==> config.mk <==
export PLATFORM = sky130hd
export DESIGN_NAME = univ_shift_ctrl
export DESIGN_NICKNAME = d
export VERILOG_FILES = /design/src/rtl/univ_shift_ctrl.sv
export SDC_FILE = /design/constraint.sdc
export NUM_CORES = 1
export LEC_CHECK = 0
export BUFFER_PORTS_ARGS = -buffer_cell sky130_fd_sc_hd__buf_2
export CORE_AREA = 2 2 84 86
export DETAILED_ROUTE_END_ITERATION = 10
export DIE_AREA = 0 0 86 88
export PLACE_DENSITY = 0.55
export SKIP_CTS_REPAIR_TIMING = 1
export SYNTH_ARGS = -nofsm -noshare
export SYNTH_HDL_FRONTEND = slang
export SYNTH_SLANG_ARGS = --single-unit
export TNS_END_PERCENT = 100
==> constraint.sdc <==
create_clock -name CK -period 1.7 [get_ports CK]
set_input_delay 0.085 -clock CK [delete_from_list [all_inputs] [get_ports CK]]
set_output_delay 0.085 -clock CK [all_outputs]
set_load 0.02 [all_outputs]
==> src/rtl/univ_shift_ctrl.sv <==
// univ_shift_ctrl: command sequencer for a C_BIT_NUM-bit universal shift
// register ({S0,S1}: 00 hold, 01 shift left, 10 shift right, 11 load).
// Takes LOAD / SHL / SHR / ASR commands over a valid/ready handshake and
// issues the matching mode cycles, then pulses DONE for one cycle.
// Optional feature macro: SHIFT_ROTATE_EN (CMD_ROT turns shifts into rotates).
module univ_shift_ctrl #(
    parameter int C_BIT_NUM = 24,
    parameter int C_CNT_W   = 5
) (
    input  logic                 CK,
    input  logic                 RN,
    input  logic                 CMD_VALID,
    output logic                 CMD_READY,
    input  logic [1:0]           CMD_OP,
    input  logic [C_CNT_W-1:0]   CMD_CNT,
    input  logic                 CMD_FILL,
    input  logic                 CMD_ROT,
    input  logic [C_BIT_NUM-1:0] LOAD_DATA,
    input  logic [C_BIT_NUM-1:0] Q_IN,
    output logic                 S0,
    output logic                 S1,
    output logic                 SRI,
    output logic                 SLI,
    output logic [C_BIT_NUM-1:0] D,
    output logic                 BUSY,
    output logic                 DONE
);

    localparam logic [1:0] ST_IDLE  = 2'd0;
    localparam logic [1:0] ST_LOAD  = 2'd1;
    localparam logic [1:0] ST_SHIFT = 2'd2;
    localparam logic [1:0] ST_FIN   = 2'd3;

    localparam logic [1:0] OP_LOAD = 2'd0;
    localparam logic [1:0] OP_SHL  = 2'd1;
    localparam logic [1:0] OP_SHR  = 2'd2;
    localparam logic [1:0] OP_ASR  = 2'd3;

    localparam logic [C_CNT_W-1:0] MAX_CNT = C_CNT_W'(C_BIT_NUM);

    logic [1:0]           state_q, state_d;
    logic [1:0]           op_q, op_d;
    logic                 fill_q, fill_d;
    logic [C_CNT_W-1:0]   cnt_q, cnt_d;
    logic [C_CNT_W-1:0]   clampCnt;
    logic [C_BIT_NUM-1:0] data_q, data_d;
    logic                 s0_q, s0_d;
    logic                 s1_q, s1_d;
    logic                 busy_q, busy_d;

`ifdef SHIFT_ROTATE_EN
    logic                 rot_q, rot_d;
    logic                 unusedBits;
    assign unusedBits = ^Q_IN[C_BIT_NUM-2:1];
`else
    logic                 unusedBits;
    assign unusedBits = ^{CMD_ROT, Q_IN[C_BIT_NUM-2:0]};
`endif

    assign clampCnt = (CMD_CNT > MAX_CNT) ? MAX_CNT : CMD_CNT;

    // Next-state logic: command capture in IDLE, cycle counting in SHIFT,
    // and the registered mode/busy outputs decoded from the upcoming state.
    always_comb begin
        state_d = state_q;
        op_d    = op_q;
        fill_d  = fill_q;
        cnt_d   = cnt_q;
        data_d  = data_q;
`ifdef SHIFT_ROTATE_EN
        rot_d   = rot_q;
`endif
        case (state_q)
            ST_IDLE: begin
                if (CMD_VALID) begin
                    op_d   = CMD_OP;
                    fill_d = CMD_FILL;
                    data_d = LOAD_DATA;
                    cnt_d  = clampCnt;
`ifdef SHIFT_ROTATE_EN
                    rot_d  = CMD_ROT;
`endif
                    if (CMD_OP == OP_LOAD) begin
                        state_d = ST_LOAD;
                    end else if (clampCnt != '0) begin
                        state_d = ST_SHIFT;
                    end else begin
                        state_d = ST_FIN;
                    end
                end
            end
            ST_LOAD: begin
                state_d = ST_FIN;
            end
            ST_SHIFT: begin
                cnt_d = cnt_q - C_CNT_W'(1);
                if (cnt_q <= C_CNT_W'(1)) begin
                    state_d = ST_FIN;
                end
            end
            default: begin
                state_d = ST_IDLE;
            end
        endcase

        s0_d   = (state_d == ST_LOAD) || ((state_d == ST_SHIFT) && (op_d != OP_SHL));
        s1_d   = (state_d == ST_LOAD) || ((state_d == ST_SHIFT) && (op_d == OP_SHL));
        busy_d = (state_d == ST_LOAD) || (state_d == ST_SHIFT);
    end

    // State and registered outputs; RN low returns to IDLE with a hold mode.
    always_ff @(posedge CK) begin
        if (!RN) begin
            state_q <= ST_IDLE;
            op_q    <= OP_LOAD;
            fill_q  <= 1'b0;
            cnt_q   <= '0;
            data_q  <= '0;
            s0_q    <= 1'b0;
            s1_q    <= 1'b0;
            busy_q  <= 1'b0;
`ifdef SHIFT_ROTATE_EN
            rot_q   <= 1'b0;
`endif
        end else begin
            state_q <= state_d;
            op_q    <= op_d;
            fill_q  <= fill_d;
            cnt_q   <= cnt_d;
            data_q  <= data_d;
            s0_q    <= s0_d;
            s1_q    <= s1_d;
            busy_q  <= busy_d;
`ifdef SHIFT_ROTATE_EN
            rot_q   <= rot_d;
`endif
        end
    end

    // Serial fill bits follow the live register contents so sign and rotate
    // fills stay correct on every shift cycle.
    always_comb begin
        SRI = 1'b0;
        SLI = 1'b0;
        if (state_q == ST_SHIFT) begin
            case (op_q)
                OP_SHL: begin
                    SLI = fill_q;
`ifdef SHIFT_ROTATE_EN
                    if (rot_q) SLI = Q_IN[C_BIT_NUM-1];
`endif
                end
                OP_SHR: begin
                    SRI = fill_q;
`ifdef SHIFT_ROTATE_EN
                    if (rot_q) SRI = Q_IN[0];
`endif
                end
                OP_ASR: begin
                    SRI = Q_IN[C_BIT_NUM-1];
`ifdef SHIFT_ROTATE_EN
                    if (rot_q) SRI = Q_IN[0];
`endif
                end
                default: begin
                    SRI = 1'b0;
                    SLI = 1'b0;
                end
            endcase
        end
    end

    assign CMD_READY = (state_q == ST_IDLE);
    assign DONE      = (state_q == ST_FIN);
    assign S0        = s0_q;
    assign S1        = s1_q;
    assign D         = data_q;
    assign BUSY      = busy_q;

endmodule

Yosys cells after proc, flatten, opt, wreduce, memory -nomap -nowiden. Cells that the tools add are included.

Add/sub/neg operators: 1. $lt $le $gt $ge: 2. Equality and inequality tests: 11. Multiplexer cells: 14. Reductions and logical operators: 11.

Operators by type and width (count): equality test 2 bit (second input constant) (5); 2-to-1 mux 2 bit (5); 2-to-1 mux 5 bit (2); case mux 5 bit (2 select lines) (1); equality test 2 x 1 -> 1 bit (second input constant) (4); case mux 2 bit (3 select lines) (1); > comparator 5 bit (second input constant) (1); <= comparator 5 x 1 -> 1 bit (second input constant) (1); nonzero test 5 bit (1); subtractor 5 x 1 -> 5 bit (second input constant) (1); zero test 2 bit (2); 2-to-1 mux 1 bit (4); AND reduction 2 bit (2); logical OR 1 bit (3); logical AND 1 bit (2); != test 2 x 1 -> 1 bit (second input constant) (1); != test 2 bit (second input constant) (1); case mux 1 bit (2 select lines) (1); nonzero test 2 bit (1).

Register bits: 37.

Logic depth before layout (Yosys ltp).
Word-level depth: 10. Mapped depth: 9. Mapped depth without buffers: 9.

Worst setup path before layout. No wires, ideal clock.

Path type: register to register. Start point: register state_q[0]. End point: register s1_q, in the netlist S1. Library setup time: 0.115 ns. Data arrival time: 1.800 ns. Data required time: 1.585 ns. Setup slack: -0.215 ns. Cell stages (with the launch flop): 10. Buffers on the path: 0. Period minus slack after synthesis: 1.915 ns. Path through: dfxtp_1 -> inv_1 -> ha_1 -> o21ai_0 -> or2_2 -> o22ai_2 -> inv_1 -> ha_1 -> a21boi_1 -> o21a_1.

Longest elaborated chain between the ends: 5. Elaborated cells on any way between the ends: 12.

RTL lines: from (decl) (line 41) `logic [1:0] state_q, state_d;`; from (signal assigned) (line 126) `state_q <= state_d;`; zero test 2 bit *; named net CMD_READY (line 13) `output logic CMD_READY,`; case mux 2 bit (3 select lines) * (line 73) `case (state_q)`; named net state_d[0] (line 41); equality test 2 bit (line 107) `s1_d = (state_d == ST_LOAD) || ((state_d == ST_SHIFT) && (op_d == OP_SHL));`; logical AND 1 bit (line 107); logical OR 1 bit * (line 107); to (signal assigned) (line 120) `s1_q <= 1'b0;`; to (signal assigned) (line 132) `s1_q <= s1_d;`; to (decl) (line 48) `logic s1_q, s1_d;`.

The timed path passes the listed nets; every way through them passes the cells marked *. A chain may end at the register's enable or synchronous reset.

Final worst setup path.
Start point: register state_q[0]. End point: register s1_q, in the netlist S1.

Longest elaborated chain between the ends: 5. Elaborated cells on any way between the ends: 12.

RTL lines (line): equality test 2 bit, or another cell as far along (73); case mux 2 bit (3 select lines) * (73); named net state_d[0] (41); equality test 2 bit (107); logical AND 1 bit (107); logical OR 1 bit * (107).

Marks and branches as above.

==> metrics.log <==
[metrics] nets@finish: 352
[metrics] post-layout util: 0.350
[metrics] data arrival time at the worst-slack endpoint: 1.87 ns
[metrics] sequence of cells on the critical path: inv_4 > ha_4 > nor4b_4 > a221oi_2 > o22ai_2 > inv_1 > ha_2 > a21boi_2 > o21a_1
[metrics] Max Cap Violations: 0
[metrics] sum of met3 wire segment lengths after detailed routing: 342 µm
[metrics] hold violation total from the final report: 0
[metrics] buffer levels on the longest clock path: 2
[metrics] Post-DRT Antenna Nets: 0
[metrics] die span in y: 88 µm
[metrics] vias post-DR: 1612
[metrics] Synth-to-Final Area Change: 43.8%
[metrics] data required time at the worst endpoint: 1.87 ns
[metrics] clock latency reported for the late side of the worst-skew pair: 0.28 ns
[metrics] cell area after synthesis: 1620 µm²
[metrics] arithmetic-cell share of the synthesized area counting full adders, half adders and majority gates: 0.0619
[metrics] register cell area after layout: 747 µm²
[metrics] setup clock skew after layout: 0.00428 ns
[metrics] Die Outline Area: 7570 µm²
[metrics] crit path launch type: register
[metrics] CP endpoint kind: register
[metrics] timing-limited maximum frequency: 0.588 GHz
[metrics] global-route wire length before repair: 6930 µm
[metrics] final hold slack: 0.0328 ns
[metrics] highest routing layer actually used: met4
[metrics] Inserted Diodes: 0
[metrics] First DRT Iteration DRCs: 71
[metrics] top cells by instance count after synthesis: 59 x nand2_1, 37 x dfxtp_1, 33 x a21oi_1
[metrics] largest family of logic cells by synthesized area: simple AND/OR/NAND/NOR gates
[metrics] FFs w/ async S/R, synth: 0
[metrics] Max VDD drop: 0.000539 V
[metrics] RSZ-0062 raised after global routing: yes
[metrics] number of top-level design ports: 91
[metrics] number of cell rows: 30
[metrics] number of CTS-inserted buffers: 5
[metrics] status: complete, but fails checks
[metrics] post-synth top area cell: dfxtp_1
[metrics] hpwl dp: 3160 µm
[metrics] maximum number of pins on one net before global-route repair: 28
[metrics] CTS clock-pin slew for the worst setup and hold paths: 0.07 ns
[metrics] drt first pass iters: 4
[metrics] number of input and output port buffers inserted: 66
[metrics] combined area of the multi-input logic cells: 875 µm²
[metrics] GRT Total Usage: 0.117
[metrics] final count of pins violating max slew: 0
[metrics] Setup-failing EPs final: 1
[metrics] number of distinct standard cells referenced by the synthesized netlist: 37
[metrics] share of the synthesized area in the top cell type: 0.458
[metrics] total internal power: 2220 µW
[metrics] failing checks: negative setup slack
[metrics] Critical Path Start: state_q[0]$_SDFF_PN0_
[metrics] final WL: 4250 µm
[metrics] total congestion overflow: 0
[metrics] crit-path max cell delay: 0.35 ns
[metrics] depth of the CTS H-tree: 2
[metrics] number of synthesized register bits: 37
[metrics] fraction of final layout cells sized beyond drive strength 1: 0.380
[metrics] Fillers: 737
[metrics] clock tree from TritonCTS: built
[metrics] relative contribution of the clock network to total power: 0.169
[metrics] EDFF count, synth: 0
[metrics] initial antenna violation count: 0
[metrics] buffer cell driving the clock tree root: clkbuf_8
[metrics] placeable core area: 6640 µm²
[metrics] DRC violation count after routing: 0
[metrics] net switching component of the power: 1380 µW
[metrics] worst-case setup margin in the final layout: -0.000868 ns
[metrics] total power: 3590 µW
[metrics] Worst Max-Slew Pin Slew: 0.300 ns
[metrics] synthesized-area fraction occupied by xor and xnor cells: 0
[metrics] synthesized net count: 271
[metrics] horizontal die dimension: 86 µm
[metrics] per-cell via count in the routed design: 4.43
[metrics] switching part of the total power: 0.384
[metrics] power density over the cells: 1550 nW/µm²
[metrics] Sequential Power Share: 0.344
[metrics] pre-CTS setup slack: -0.0253 ns
[metrics] Static Leak: 0.00106 µW
[metrics] worst hold path class: input port to register
[metrics] slowest cell on the critical path: dfxtp_2
[metrics] number of clock sinks: 37
[metrics] Initial Util: 0.243
[metrics] post-synthesis average cell area: 7.96 µm²
[metrics] CP Max Fanout: 3
[metrics] multiplexer area fraction after synthesis: 0.0193
[metrics] final RePlAce weighted congestion: 0.863
[metrics] Period Utilization, post-route: 1.00
[metrics] total number of yosys warnings: 0
[metrics] sum of met2 wire segment lengths after detailed routing: 1960 µm
[metrics] compound-cell area share of the yosys netlist: 0.196
[metrics] sequential cell area fraction in the yosys report: 0.458
[metrics] via count of the first global-routing pass: 1515
[metrics] Mapped Cells: 203
[metrics] Crit Path Class: register to register
[metrics] setup tns final: -0.000868 ns
[metrics] fraction of the mapped netlist area in simple logic gates: 0.216
[metrics] main area contributors after synthesis: dfxtp_1 46%, nand2_1 14%, a21oi_1 10%
[metrics] reg-to-reg critical path startpoint: state_q[0]$_SDFF_PN0_
[metrics] routed length on met1: 1890 µm
[metrics] Main synth FF type: dfxtp_1
[metrics] final period demand of the worst path: 1.70 ns
[metrics] most used standard cell by instance count after synthesis: nand2_1
[metrics] Gate power share: 0.487
[metrics] Wirelength per Cell: 11.7 µm
[metrics] start point of the worst min-delay path: LOAD_DATA[22]
[metrics] worst slew slack as a fraction of its limit: 0.798
registers in the layout (all words and copies together) (netlist names):
register  flops
state_q       2
BUSY          1
S1            1
fill_q        1
D            24
op_q          2
cnt_q         5
S0            1
placed cells by master, fill, tap and decap left out, types with 2 or more instances in the layout:
cell | Yosys | routed
a211oi_1 | 3 | 3
a21oi_1 | 33 | 33
a31oi_1 | 2 | 2
and2_1 | 3 | 3
buf_2 | 3 | 66
buf_4 | 1 | 15
clkbuf_8 | 0 | 6
dfxtp_1 | 37 | 34
dfxtp_2 | 0 | 2
ha_1 | 8 | 3
ha_2 | 0 | 2
ha_4 | 0 | 3
inv_1 | 10 | 7
inv_4 | 0 | 2
mux2i_1 | 2 | 2
nand2_1 | 59 | 59
nand2b_1 | 2 | 2
nor2_1 | 7 | 7
nor3_1 | 3 | 3
o21ai_0 | 5 | 4
o21ai_1 | 1 | 2
cells by family (layout without fill, tap and decap cells):
logic type / Yosys count / in the layout
buffers and inverters: 19 / 100
muxes: 3 / 3
and+or+nand+nor: 82 / 82
DFF: 37 / 37
AOI/OAI and AO/OA: 54 / 54
adders and majority gates: 8 / 8
path summary, 6_finish.rpt:
check / end / slack (ns) / cells past startpoint
setup / recovery: S1$_SDFF_PN0_ / -0.0009 / 9
hold / removal: D[22]$_SDFFE_PN0P_ / 0.03 / 3
setup reg to reg: S1$_SDFF_PN0_ / -0.0009 / 9
hold reg to reg: D[2]$_SDFFE_PN0P_ / 0.45 / 2
stage by stage:
stage	instances	cell area (µm²)
2_1_floorplan	203	1660
3_3_place_gp	354	2160
3_5_place_dp	354	2160
4_1_cts	361	2250
5_1_grt	364	2320
6_report	364	2320
worst max-delay path: cells and delay by family (launching register included):
kind                     cells  cell delay, ns
adder cells (fa/ha/maj)      2            0.32
AND/OR/NAND/NOR              1            0.21
flip-flops                   1            0.35
buffers and inverters        2            0.14
AO/OA/AOI/OAI                4            0.57
layout make-up:
cell class / instances / area share
flip-flops and latches: 37 / 0.321
inverters: 10 / 0.0183
repair buffers: 83 / 0.204
clock buffers: 7 / 0.0371
multi-input cells: 147 / 0.376
well taps: 80 / 0.0431
power groups by stage:
stage                     Sequential, µW  Combinational (µW)  Clock, µW
final                               1240                1750        609
after global routing                1260                1950        679
after CTS                           1210                1630        645
after detailed placement            1230                1620          0
after global placement              1230                1600          0
after floorplan                     1400                 906          0
layer usage:
layer	track usage	vias up
met4	0.0390	0
met5	0	-
li1	-	834
met1	0.145	717
met2	0.186	55
met3	0.0452	6
(Power assumes the default switching activity.)
